**config.mk**
```make
export PLATFORM = sky130hd
export DESIGN_NAME = serial_subtractor
export DESIGN_NICKNAME = d
export VERILOG_FILES = /design/src/rtl/serial_arith_pkg.sv /design/src/rtl/fs_cell.sv /design/src/rtl/serial_subtractor.sv
export SDC_FILE = /design/constraint.sdc
export NUM_CORES = 1
export LEC_CHECK = 0
export BUFFER_PORTS_ARGS = -buffer_cell sky130_fd_sc_hd__clkbuf_2
export CORE_UTILIZATION = 55
export CTS_CLUSTER_DIAMETER = 80
export DETAILED_ROUTE_END_ITERATION = 8
export HOLD_SLACK_MARGIN = 0.08
export PLACE_DENSITY = 0.84
export REMOVE_ABC_BUFFERS = 1
export SYNTH_ARGS = -nofsm -noshare
export SYNTH_HDL_FRONTEND = slang
export SYNTH_HIERARCHICAL = 1
export SYNTH_SLANG_ARGS = --single-unit
```
**constraint.sdc**
```tcl
create_clock -name clk -period 2.1 [get_ports clk]
set_clock_uncertainty 0.1 [all_clocks]
set_input_delay 0.21 -clock clk [delete_from_list [all_inputs] [get_ports clk]]
set_output_delay 0.21 -clock clk [all_outputs]
set_load 0.02 [all_outputs]
```
**src/rtl/serial_arith_pkg.sv**
```systemverilog
// Shared types and helpers for the bit-serial arithmetic units.
// Pure declarations: no timing and no flow control of its own.
package serial_arith_pkg;

  localparam int DEFAULT_WIDTH = 8;

  typedef enum logic [1:0] {
    IDLE = 2'd0,
    RUN  = 2'd1,
    DONE = 2'd2
  } state_t;

  // Borrow out of one full-subtractor stage computing ai - bi - bin.
  function automatic logic fs_bout(input logic ai, input logic bi, input logic bin);
    return (~ai & bi) | (~(ai ^ bi) & bin);
  endfunction

endpackage

```
**src/rtl/fs_cell.sv**
```systemverilog
// Combinational full subtractor: d = ai - bi - bin, with borrow out.
// Zero latency; no handshake, outputs follow inputs.
module fs_cell
  import serial_arith_pkg::*;
(
  input  logic ai,
  input  logic bi,
  input  logic bin,
  output logic d,
  output logic bout
);

  assign d    = ai ^ bi ^ bin;
  assign bout = fs_bout(ai, bi, bin);

endmodule

```
**src/rtl/serial_subtractor.sv**
```systemverilog
// Bit-serial a - b, LSB first, one bit per clock; done pulses WIDTH cycles after start is taken.
// start is only sampled in IDLE/DONE; while busy it is ignored, not queued.
module serial_subtractor
  import serial_arith_pkg::*;
#(
  parameter int WIDTH = DEFAULT_WIDTH
) (
  input  logic             clk,
  input  logic             rst,
  input  logic             start,
  input  logic [WIDTH-1:0] a,
  input  logic [WIDTH-1:0] b,
  output logic             busy,
  output logic             done,
  output logic [WIDTH-1:0] diff,
  output logic             borrow_out
);

  localparam int            CW   = $clog2(WIDTH);
  localparam logic [CW-1:0] LAST = CW'(WIDTH - 1);

  state_t           state;
  logic [WIDTH-1:0] shift_a;
  logic [WIDTH-1:0] shift_b;
  logic [WIDTH-1:0] res;
  logic [WIDTH-1:0] res_next;
  logic             borrow;
  logic [CW-1:0]    count;
  logic             d;
  logic             bout;

  fs_cell u_cell (
    .ai   (shift_a[0]),
    .bi   (shift_b[0]),
    .bin  (borrow),
    .d    (d),
    .bout (bout)
  );

  // New bit enters at the MSB so after WIDTH shifts bit 0 lands at position 0.
  assign res_next = {d, res[WIDTH-1:1]};

  always_ff @(posedge clk or posedge rst) begin
    if (rst) begin
      state      <= IDLE;
      busy       <= 1'b0;
      done       <= 1'b0;
      diff       <= '0;
      borrow_out <= 1'b0;
      shift_a    <= '0;
      shift_b    <= '0;
      res        <= '0;
      borrow     <= 1'b0;
      count      <= '0;
    end else begin
      case (state)
        RUN: begin
          shift_a <= shift_a >> 1;
          shift_b <= shift_b >> 1;
          res     <= res_next;
          borrow  <= bout;
          if (count == LAST) begin
            state      <= DONE;
            busy       <= 1'b0;
            done       <= 1'b1;
            diff       <= res_next;
            borrow_out <= bout;
            count      <= '0;
          end else begin
            count <= count + 1'b1;
          end
        end
        default: begin
          done <= 1'b0;
          if (start) begin
            state   <= RUN;
            busy    <= 1'b1;
            shift_a <= a;
            shift_b <= b;
            res     <= '0;
            borrow  <= 1'b0;
            count   <= '0;
          end else begin
            state <= IDLE;
            busy  <= 1'b0;
          end
        end
      endcase
    end
  end

endmodule

```
==> impl_metrics.csv <==
group,metric,value,unit
status,outcome,"finished, final reports clean",
die,die_w,59.4,µm
clocking,cts_inserted_buffers,5,
placed_design,postPlaceCellArea,1970,µm²
die,die_y,59.4,µm
worst_setup_path,crit_chain,"ha_1, ha_1, nand3b_1, mux2_2",
synthesis,yosys.area.top_type_share,52.6,%
placed_design,numPortBuffers,29,
routing,antenna_left,0,
global_route,grt.overflow.total,0,
job,maxCapViolCount,0,
global_route,grt_max_degree,39,
synthesis,yosys_register_bits,38,
timing,slew_viol_final,0,
clocking,cts_tree,"built",
synthesis,synthesis.area,1810,µm²
timing,finalSetupTns,0,ps
timing,setup_viol_count_final,0,
timing,fin_crit,1800,ps
timing,hold_violations,0,
timing,clock.fmax,556,MHz
power_and_ir_drop,finalPower,2.92,mW
layout,syn_to_final_growth,13.8,%
clocking,cts-root-buf,"clkbuf_4",
power_and_ir_drop,pwr-share-clk,13.6,%
power_and_ir_drop,leakagePower,1.04,nW
synthesis,netlist_instances,121,
placed_design,place_inst,191,
worst_setup_path,path_class,"flop to flop",
power_and_ir_drop,sw_frac_of_total,32.9,%
power_and_ir_drop,p_switching,0.959,mW
worst_setup_path,path_buf_inv,0,
layout,drive_gt1_share,55.7,%
worst_setup_path,worst_ep_arrival_time,1930,ps
die,start_util,58.8,%
routing,drc,0,
timing,whs,112,ps
synthesis,ys_top_cells_by_area,"dfrtp_1, mux2_2, mux2_4, nor2b_1, buf_6",
worst_setup_path,r2r_slack,300,ps
routing,first_pass_iters,4,
layout,stdcell_count,202,
die,io_pins,30,
global_route,antenna_found_initial,0,
clocking,clock_latency,350,ps
die,dieArea,3520,µm²
routing,drt_iter0_drc,14,
synthesis,synth_cell_types,17,
synthesis,ys_seq_area_share,52.6,%
timing,fin_crit_sh,85.7,%
global_route,grt_usage,19.2,%
timing,slew_headroom,62.4,%
hold_path,hold_path.class,"input pin to flop",
power_and_ir_drop,intPower,1.96,mW
layout,antenna_cells,0,
power_and_ir_drop,seqPwrFrac,42.5,%
routing,wirelength,2840,µm
worst_setup_path,cp-end-kind,"flop",
worst_setup_path,cp.required,2230,ps
timing,tightest_slew,563,ps
global_route,grt_pass1_wl,4800,µm
worst_setup_path,path_max_fanout,10,
worst_setup_path,startpoint_type,"flop",
routing,wl_per_cell,14.1,µm
layout,n_fill_cell,237,
power_and_ir_drop,pwr-share-comb,43.9,%
worst_setup_path,crit_path_max_incr_delay,410,ps
synthesis,syn_avg_cell_area,15.0,µm²
timing,grt_setup_unrepaired,"no",
worst_setup_path,cp_common_cell,"ha_1",
layout,final-seq-area,951,µm²
clocking,clk_path_buf_depth,2,
placed_design,place_congestion,0.739,
routing,via_per_inst,5.06,
clocking,h-tree-depth,2,
clocking,clock_sinks,38,
placed_design,place_hpwl,1970,µm
routing,vias,1023,
worst_setup_path,critPathSlowestCell,"dfrtp_1",
die,core,3080,µm²
clocking,cts_post_setup_buffers_inserted,0,
layout,multi_input_area,764,µm²
power_and_ir_drop,powerDensity,1420,nW/µm²
layout,fin_nets,179,
global_route,grt_pass1_vias,1073,
worst_setup_path,path_delay_family,"adder cells",
layout,design_area,2060,µm²
power_and_ir_drop,ir_drop,0.825,mV
synthesis,ys_warn_count,6,
synthesis,yosysTopAreaCell,"dfrtp_1",
clocking,clk_pin_slew,120,ps
die,rows,20,
==> registers in the layout, summed over array words and instances (netlist names) <==
| signal | cells |
|---|---|
| borrow_out | 1 |
| res | 7 |
| shift_b | 8 |
| count | 3 |
| borrow | 1 |
| shift_a | 8 |
| diff | 8 |
| state | 1 |
| done | 1 |
==> final timing paths <==
kind	endpoint	startpoint	cells past startpoint
min	shift_a[5]	a[5]	3
min reg2reg	diff[0]	res[1]	1
min in group asynchronous	diff[1]	rst	4
max in group asynchronous	shift_b[1]	rst	4
max reg2reg	diff[7]	count[0]	4
max	diff[7]	count[0]	4
==> cells in the mapped netlist, drive strengths merged <==
cell,number
buf,7
inv,6
dfrtp,38
nor4b,1
mux2,47
a31o,1
nand2b,1
nor2b,11
ha,2
nor2,2
mux2i,3
nand3b,1
fa,1
==> final cells by class <==
| cell class | count | area share (%) |
|---|---|---|
| clock buffer | 7 | 2.67 |
| timing repair buffer | 36 | 9.97 |
| clock inverter | 1 | 0.243 |
| inverter | 6 | 1.09 |
| multi-input combinational | 70 | 37.1 |
| tap | 44 | 2.67 |
| sequential | 38 | 46.2 |
==> layer usage <==
metal  track usage [%]  vias to the layer above  wire, µm
met5                 0                        -         0
met4              8.16                        0        48
met3              6.99                        6       133
met2              30.8                       20      1440
met1              23.3                      512      1220
li1                  -                      485         -
==> power by group through the flow <==
stage | registers (mW) | logic (mW) | clock network, mW
CTS | 1.24 | 1.30 | 0.402
detailed placement | 1.26 | 1.29 | 0
finish | 1.24 | 1.28 | 0.396
global route | 1.28 | 1.39 | 0.435
global placement | 1.23 | 1.22 | 0
floorplan | 1.31 | 0.891 | 0
==> repair_timing <==
action	in CTS	in global routing
endpoints found under the hold margin	40	0
hold buffers	3	0
gates resized for setup	0	0
==> kinds of logic (layout without fill, tap and decap cells) <==
group	after synthesis	in the layout	synth area share (%)
compound gates	1	1	0.484
fa+ha+maj	3	3	2.49
buf+inv	13	50	5.19
flops	38	38	52.6
mux	50	50	33.8
simple gates	16	16	5.46
==> cell usage in the layout, fill, tap and decap left out, types with 2 or more instances in the layout <==
master	n
mux2_2	33
dfrtp_1	38
mux2i_1	3
mux2_4	14
inv_1	6
clkbuf_4	5
nor2b_1	11
clkbuf_2	29
buf_4	4
dlygate4sd3_1	3
ha_1	2
nor2_1	2
==> tightest hold or removal path: cells and delay by family <==
kind,cells,cell delay (ps)
muxes,2,260
buffers and inverters,1,80
==> metrics by stage <==
stage	utilization (%)	worst slack, ps
5_1_grt	66.9	164
2_1_floorplan	-	176
4_1_cts	66.9	259
3_3_place_gp	63.9	368
3_5_place_dp	63.9	291
6_report	66.9	301
(Power assumes the default switching activity.)
